===== src/rtl/instr_fetch_unit_if.sv =====
// Fetch-unit bus bundle: program-counter handshake, instruction-memory
// request/ack port, flush, and the decode-side instruction queue head.
interface instr_fetch_unit_if #(
    parameter int ADDR_W = 32,
    parameter int DATA_W = 32
);
    logic [ADDR_W-1:0] pc;
    logic              pc_valid;
    logic              pc_ready;
    logic              imem_req;
    logic [ADDR_W-1:0] imem_addr;
    logic              imem_ack;
    logic [DATA_W-1:0] imem_rdata;
    logic              flush;
    logic [DATA_W-1:0] instr;
    logic [ADDR_W-1:0] instr_pc;
    logic              instr_valid;
    logic              instr_ready;
    logic              addr_fault;

    // Fetch unit side
    modport slave (
        input  pc, pc_valid, imem_ack, imem_rdata, flush, instr_ready,
        output pc_ready, imem_req, imem_addr, instr, instr_pc, instr_valid, addr_fault
    );

    // Surrounding system side (PC, memory, decode)
    modport master (
        output pc, pc_valid, imem_ack, imem_rdata, flush, instr_ready,
        input  pc_ready, imem_req, imem_addr, instr, instr_pc, instr_valid, addr_fault
    );
endinterface


===== src/rtl/instr_fetch_unit.sv =====
// Instruction fetch unit: takes fetch addresses from the PC, issues one
// word read at a time to instruction memory and queues the returned words
// (with their addresses) for decode. Out-of-range or misaligned addresses
// are turned into a NOP with a one-cycle addr_fault pulse. Flush drops the
// queue and any in-flight response.
module instr_fetch_unit #(
    parameter int ADDR_W     = 32,
    parameter int DATA_W     = 32,
    parameter int MEM_LIMIT  = 1020,
    parameter int FIFO_DEPTH = 2
) (
    input  logic                 clk,
    input  logic                 rst,
    instr_fetch_unit_if.slave    bus
);
    localparam int PTR_W = (FIFO_DEPTH > 1) ? $clog2(FIFO_DEPTH) : 1;
    localparam int CNT_W = $clog2(FIFO_DEPTH + 1);
    localparam logic [ADDR_W-1:0] LIMIT = ADDR_W'(MEM_LIMIT);
    localparam logic [DATA_W-1:0] NOP   = DATA_W'(32'h0000_0013);
    localparam logic [CNT_W-1:0]  FULL  = CNT_W'(FIFO_DEPTH);

    typedef enum logic [1:0] {IDLE, WAIT, DRAIN} state_t;

    state_t            state_reg;
    logic              req_reg;
    logic [ADDR_W-1:0] addr_reg;
    logic              fault_reg;

    logic [DATA_W-1:0] instr_mem [FIFO_DEPTH];
    logic [ADDR_W-1:0] pc_mem    [FIFO_DEPTH];
    logic [PTR_W-1:0]  wr_ptr_reg;
    logic [PTR_W-1:0]  rd_ptr_reg;
    logic [CNT_W-1:0]  count_reg;

    logic              pc_ready_next;
    logic              accept;
    logic              pc_legal;
    logic              ack_push;
    logic              fault_push;
    logic              push;
    logic              pop;
    logic              queue_valid;
    logic [DATA_W-1:0] push_instr;
    logic [ADDR_W-1:0] push_pc;
    logic [FIFO_DEPTH-1:0] wr_en;

    // pc_ready is held low while reset is asserted, even though IDLE/empty
    // would otherwise allow acceptance.
    assign pc_ready_next = rst && (state_reg == IDLE) && !bus.flush && (count_reg < FULL);
    assign accept        = bus.pc_valid && pc_ready_next;
    assign pc_legal      = (bus.pc <= LIMIT) && (bus.pc[1:0] == 2'b00);
    // A response arriving together with flush is dropped, as is any in DRAIN.
    assign ack_push      = (state_reg == WAIT) && bus.imem_ack && !bus.flush;
    assign fault_push    = accept && !pc_legal;
    // The two push sources are exclusive: accept only happens in IDLE.
    assign push          = ack_push || fault_push;
    assign push_instr    = fault_push ? NOP : bus.imem_rdata;
    assign push_pc       = fault_push ? bus.pc : addr_reg;
    assign queue_valid   = (count_reg != '0);
    assign pop           = queue_valid && bus.instr_ready && !bus.flush;

    // Per-entry write enables for the queue storage
    generate
        for (genvar gi = 0; gi < FIFO_DEPTH; gi++) begin : g_wr_en
            assign wr_en[gi] = push && (wr_ptr_reg == PTR_W'(gi));
        end
    endgenerate

    // Request FSM: one outstanding memory read, registered req/addr/fault
    always_ff @(posedge clk or negedge rst) begin
        if (!rst) begin
            state_reg <= IDLE;
            req_reg   <= 1'b0;
            addr_reg  <= '0;
            fault_reg <= 1'b0;
        end else begin
            fault_reg <= fault_push;
            case (state_reg)
                IDLE: begin
                    if (accept && pc_legal) begin
                        state_reg <= WAIT;
                        req_reg   <= 1'b1;
                        addr_reg  <= bus.pc;
                    end
                end
                WAIT: begin
                    if (bus.imem_ack) begin
                        state_reg <= IDLE;
                        req_reg   <= 1'b0;
                    end else if (bus.flush) begin
                        state_reg <= DRAIN;
                    end
                end
                DRAIN: begin
                    if (bus.imem_ack) begin
                        state_reg <= IDLE;
                        req_reg   <= 1'b0;
                    end
                end
                default: begin
                    state_reg <= IDLE;
                    req_reg   <= 1'b0;
                end
            endcase
        end
    end

    // Queue storage; entries are cleared on reset so the head reads zero
    always_ff @(posedge clk or negedge rst) begin
        if (!rst) begin
            for (int i = 0; i < FIFO_DEPTH; i++) begin
                instr_mem[i] <= '0;
                pc_mem[i]    <= '0;
            end
        end else begin
            for (int i = 0; i < FIFO_DEPTH; i++) begin
                if (wr_en[i]) begin
                    instr_mem[i] <= push_instr;
                    pc_mem[i]    <= push_pc;
                end
            end
        end
    end

    // Queue pointers and occupancy; flush empties the queue outright
    always_ff @(posedge clk or negedge rst) begin
        if (!rst) begin
            wr_ptr_reg <= '0;
            rd_ptr_reg <= '0;
            count_reg  <= '0;
        end else if (bus.flush) begin
            wr_ptr_reg <= '0;
            rd_ptr_reg <= '0;
            count_reg  <= '0;
        end else begin
            if (push) wr_ptr_reg <= wr_ptr_reg + 1'b1;
            if (pop)  rd_ptr_reg <= rd_ptr_reg + 1'b1;
            count_reg <= count_reg + CNT_W'(push) - CNT_W'(pop);
        end
    end

    assign bus.pc_ready    = pc_ready_next;
    assign bus.imem_req    = req_reg;
    assign bus.imem_addr   = addr_reg;
    assign bus.addr_fault  = fault_reg;
    assign bus.instr_valid = queue_valid;
    assign bus.instr       = instr_mem[rd_ptr_reg];
    assign bus.instr_pc    = pc_mem[rd_ptr_reg];
endmodule

===== src/flat_wrapper.sv =====
// flat-port wrapper written by rule: the top's interface ports become plain ports
module instr_fetch_unit_flat 
#(
    parameter int ADDR_W     = 32,
    parameter int DATA_W     = 32,
    parameter int MEM_LIMIT  = 1020,
    parameter int FIFO_DEPTH = 2
)
  (clk, rst, bus_pc, bus_pc_valid, bus_imem_ack, bus_imem_rdata, bus_flush, bus_instr_ready, bus_pc_ready, bus_imem_req, bus_imem_addr, bus_instr, bus_instr_pc, bus_instr_valid, bus_addr_fault);
  instr_fetch_unit_if #(.ADDR_W(ADDR_W), .DATA_W(DATA_W)) bus_i ();
  input  logic clk;
  input  logic rst;
  input wire logic [$bits(bus_i.pc)-1:0] bus_pc;
  input wire logic [$bits(bus_i.pc_valid)-1:0] bus_pc_valid;
  input wire logic [$bits(bus_i.imem_ack)-1:0] bus_imem_ack;
  input wire logic [$bits(bus_i.imem_rdata)-1:0] bus_imem_rdata;
  input wire logic [$bits(bus_i.flush)-1:0] bus_flush;
  input wire logic [$bits(bus_i.instr_ready)-1:0] bus_instr_ready;
  output wire logic [$bits(bus_i.pc_ready)-1:0] bus_pc_ready;
  output wire logic [$bits(bus_i.imem_req)-1:0] bus_imem_req;
  output wire logic [$bits(bus_i.imem_addr)-1:0] bus_imem_addr;
  output wire logic [$bits(bus_i.instr)-1:0] bus_instr;
  output wire logic [$bits(bus_i.instr_pc)-1:0] bus_instr_pc;
  output wire logic [$bits(bus_i.instr_valid)-1:0] bus_instr_valid;
  output wire logic [$bits(bus_i.addr_fault)-1:0] bus_addr_fault;
  assign bus_i.pc = bus_pc;
  assign bus_i.pc_valid = bus_pc_valid;
  assign bus_i.imem_ack = bus_imem_ack;
  assign bus_i.imem_rdata = bus_imem_rdata;
  assign bus_i.flush = bus_flush;
  assign bus_i.instr_ready = bus_instr_ready;
  assign bus_pc_ready = bus_i.pc_ready;
  assign bus_imem_req = bus_i.imem_req;
  assign bus_imem_addr = bus_i.imem_addr;
  assign bus_instr = bus_i.instr;
  assign bus_instr_pc = bus_i.instr_pc;
  assign bus_instr_valid = bus_i.instr_valid;
  assign bus_addr_fault = bus_i.addr_fault;
  instr_fetch_unit #(.ADDR_W(ADDR_W), .DATA_W(DATA_W), .MEM_LIMIT(MEM_LIMIT), .FIFO_DEPTH(FIFO_DEPTH)) u_core (.clk(clk), .rst(rst), .bus(bus_i));
endmodule

===== config.mk =====
export PLATFORM = sky130hd
export DESIGN_NAME = instr_fetch_unit_flat
export DESIGN_NICKNAME = d
export VERILOG_FILES = /design/src/rtl/instr_fetch_unit_if.sv /design/src/rtl/instr_fetch_unit.sv /design/src/flat_wrapper.sv
export SDC_FILE = /design/constraint.sdc
export NUM_CORES = 1
export LEC_CHECK = 0
export ABC_CLOCK_PERIOD_IN_PS = 4200
export BUFFER_PORTS_ARGS = -buffer_cell sky130_fd_sc_hd__buf_2
export CAP_MARGIN = 10
export CORE_MARGIN = 8
export CORE_UTILIZATION = 29
export DETAILED_ROUTE_END_ITERATION = 7
export HOLD_SLACK_MARGIN = 0.06
export PLACE_DENSITY = 0.48
export RECOVER_POWER = 100
export SYNTH_ARGS = -nofsm -noshare
export SYNTH_HDL_FRONTEND = slang
export SYNTH_SLANG_ARGS = --single-unit
export TNS_END_PERCENT = 5

===== constraint.sdc =====
create_clock -name clk -period 4.2 [get_ports clk]
set_input_delay 0.21 -clock clk [delete_from_list [all_inputs] [get_ports clk]]
set_output_delay 0.21 -clock clk [all_outputs]
set_load 0.03 [all_outputs]

==> flow_metrics.py <==
metrics = {
    "min_path": {
        "whs_endpoint": "u_core.instr_mem[45]",
        "hp-class": "primary input to flip-flop",
        "holdPathStages": 3,
        "worstHoldStart": "bus_imem_rdata[13]",
    },
    "power": {
        "p_switching_uw": 1510,
        "p_seq_share_pct": 43.8,
        "cellPowerDensity_nw_per_um2": 482.3,
        "p_clk_share_pct": 33.4,
        "p_leak_uw": 0.004359,
        "max-vdd-ir-drop_mv": 0.2487,
        "total_power_uw": 4546,
        "sw_frac_of_total_pct": 33.22,
        "power_frac_comb_pct": 22.8,
        "internal_power_uw": 3036,
    },
    "setup_path": {
        "worst_path_max_delay_cell": "dlygate4sd3_1",
        "start_kind": "primary input",
        "critPathMaxFanout": 65,
        "rr_worst_depth": 8,
        "reg2reg_to": "u_core.instr_mem[37]",
        "crit_buf_inv": 3,
        "cp.arrival_ns": 3.47,
        "regToRegStartpoint": "u_core.state_reg[0]",
        "critPathCaptureType": "flip-flop",
        "crit_chain": "dlygate4sd3_1 > buf_6 > and4bb_1 > and2_0 > o31ai_4 > a21oi_1 > buf_12 > mux2_1",
        "worstSetupPathType": "primary input to flip-flop",
        "worstPathRequired_ns": 4.50,
        "crit_family": "buffers and inverters",
        "max_stage_delay_ns": 0.54,
        "rrSetupSlack_ns": 1.07,
    },
    "timing": {
        "rsz0062_at_grt": "false",
        "worst_pin_slew_ns": 1.770,
        "slew_violations": 140,
        "period_needed_ns": 3.175,
        "setup_viol_count_final": 0,
        "setup_slack_ns": 1.025,
        "max_freq_mhz": 315.0,
        "max_slew_margin_pct": -18.02,
        "final_hold_viol_count": 0,
        "skew_ns": 0.01043,
        "totalNegativeSetupSlack_ns": 0,
        "min_period_over_period_pct": 75.59,
    },
    "drt": {
        "drt_first_pass_iters": 4,
        "routed_wl_mm": 20.23,
        "drcViolationCount": 0,
        "wl_per_cell_microns": 16.17,
        "drtIter0Drc": 230,
        "drtAntennaViolNets": 0,
        "vias": 5539,
        "avgViaCountPerCell": 4.428,
    },
    "floorplan": {
        "coreArea_sq_um": 25760,
        "start_util_pct": 29.26,
        "ioPinCount": 170,
        "fp-row-count": 59,
        "die_y_microns": 177.2,
        "die_x_microns": 177.2,
        "die_area_sq_um": 31410,
    },
    "global_routing": {
        "grt_pass1_wl_mm": 32.49,
        "grt_max_degree": 82,
        "antenna_found_initial": 1,
        "grt_pass1_vias": 5875,
        "overflow": 0,
        "grt_usage_pct": 13.18,
    },
    "yosys": {
        "syn_area_sq_um": 7537,
        "syn_avg_cell_area_sq_um": 10.54,
        "synth_area_leaders": "dfrtp_1 56%, mux2i_1 10%, nand2_1 6.9%, o21ai_0 4.4%, mux2_2 4.2%",
        "synth_top_cell_by_area": "dfrtp_1",
        "ys_ff_latch": 168,
        "yosysWarnings": 0,
        "synth_top_area_share_pct": 55.78,
        "synth_fp_nets": 790,
        "syn_inst": 715,
        "synth_seq_area_share_pct": 55.78,
        "ys_types": 34,
    },
    "placement": {
        "hpwl_mm": 13.74,
        "pre_cts_ws_ns": 1.328,
        "port_buffers": 169,
        "place.gp.congestion": 0.7400,
        "dpl-instance-area_sq_um": 8721,
    },
    "clock_tree": {
        "path_clk_slew_ns": 0.06,
        "cts_tree": "yes",
        "root_buffer": "clkbuf_16",
        "post_cts_buffers": 0,
        "clock_sinks": 168,
        "cts_max_path_buffers": 2,
        "h-tree-depth": 4,
        "insertion_delay_ns": 0.42,
        "cts_made_buffers": 17,
    },
    "flow_run": {
        "cap_violations": 2,
    },
    "final_layout": {
        "layout_common_cells": "167 x dfrtp_1, 139 x nand2_1, 107 x o21ai_0",
        "diodes": 0,
        "final_cell_area_sq_um": 9425,
        "final_common_cell": "dfrtp_1",
        "final_nets": 978,
        "drive_gt1_share_pct": 15.39,
        "syn_to_final_growth_pct": 25.05,
    },
    "status": {
        "violations": "capacitance limit, slew limit",
        "run_status": "finished with violations",
    },
}
-- routing by layer --
layer	share of wire, %	track usage (%)
met5	0.059	0
met1	46	16.60
met2	47	21.47
met4	1.3	3.853
met3	5.2	3.947
-- worst register-to-register path: cells and delay by family (launching register included) --
family | cells | cell delay (ns)
fa+ha+maj | 1 | 0.16
buf+inv | 2 | 0.56
simple gates | 2 | 0.87
mux | 1 | 0.42
compound gates | 2 | 0.61
flops | 1 | 0.40
-- layout make-up --
| cell class | instances | area, sq um |
|---|---|---|
| Fill cell | 2627 | 16340 |
| Sequential cell | 168 | 4208 |
| Multi-Input combinational cell | 444 | 2874 |
| Timing Repair Buffer | 211 | 1134 |
| Clock buffer | 20 | 446.7 |
| Tap cell | 335 | 419.2 |
| Inverter | 61 | 229.0 |
| Clock inverter | 12 | 115.1 |
-- per-stage QoR --
| step | utilization [%] | hold WS, ns | std cells |
|---|---|---|---|
| 6_report | 36.58 | 0.08611 | 1251 |
| 5_1_grt | 36.58 | 0.09389 | 1251 |
| 4_1_cts | 37.20 | 0.06074 | 1251 |
| 3_5_place_dp | 33.85 | 0.1210 | 1189 |
| 3_3_place_gp | 33.85 | 0.1201 | 1189 |
| 2_1_floorplan | - | -0.08559 | 715 |
-- synth_stat cells --
cell type  number
a21oi_1         3
a21oi_2         1
a22oi_1         8
and2_1          8
and4bb_1        1
buf_2          10
buf_4           5
buf_6           5
clkbuf_1       22
dfrtp_1       168
ha_1            5
inv_1          60
inv_2           1
mux2_1         10
mux2_2         28
mux2i_1        79
nand2_1       139
nand2b_1        6
nand3_1         1
nand3b_1        1
nand4_1         1
nor2_1          3
nor2b_1        25
nor4_1          6
nor4_4          1
o21ai_0        66
o21ai_1        44
o22ai_1         1
o2bb2ai_1       1
o311ai_4        1
o31ai_4         1
or2_2           1
xnor2_1         1
xor2_1          2
-- cell families after synthesis --
kind of cell	Yosys count	share of synthesized area [%]
xor gates and xnor gates	3	0.3487
buffers and inverters	103	6.043
AOI/OAI and AO/OA	126	9.247
and+or+nand+nor	193	11.59
DFF	168	55.78
muxes	117	16.17
adders and majority gates	5	0.8300
-- power by group through the flow --
stage / logic, uW / registers, uW / clock network (uW)
after CTS: 1110 / 1990 / 1580
final: 1040 / 1990 / 1520
after floorplan: 775 / 1970 / 0
after global placement: 1080 / 2020 / 0
after global routing: 1150 / 2020 / 1640
after detailed placement: 1090 / 2020 / 0
-- worst max-delay path by stage --
stage	from	endpoint	slack, ns	cells past startpoint
final	rst	u_core.instr_mem[37]	1.03	8
after floorplan	u_core.state_reg[0]	u_core.count_reg[1]	1.70	13
after global routing	rst	u_core.instr_mem[36]	0.78	8
after detailed placement	bus_pc[14]	u_core.pc_mem[36]	1.33	7
after CTS	rst	u_core.instr_mem[37]	1.31	8
after global placement	u_core.state_reg[0]	u_core.instr_mem[33]	1.37	8
-- repair_timing --
item,in CTS,in global routing
hold buffers,30,0
resized for setup,0,0
setup endpoints to repair,0,0
endpoints found under the hold margin,76,0
No activity file was read; power rests on OpenSTA's default activity.
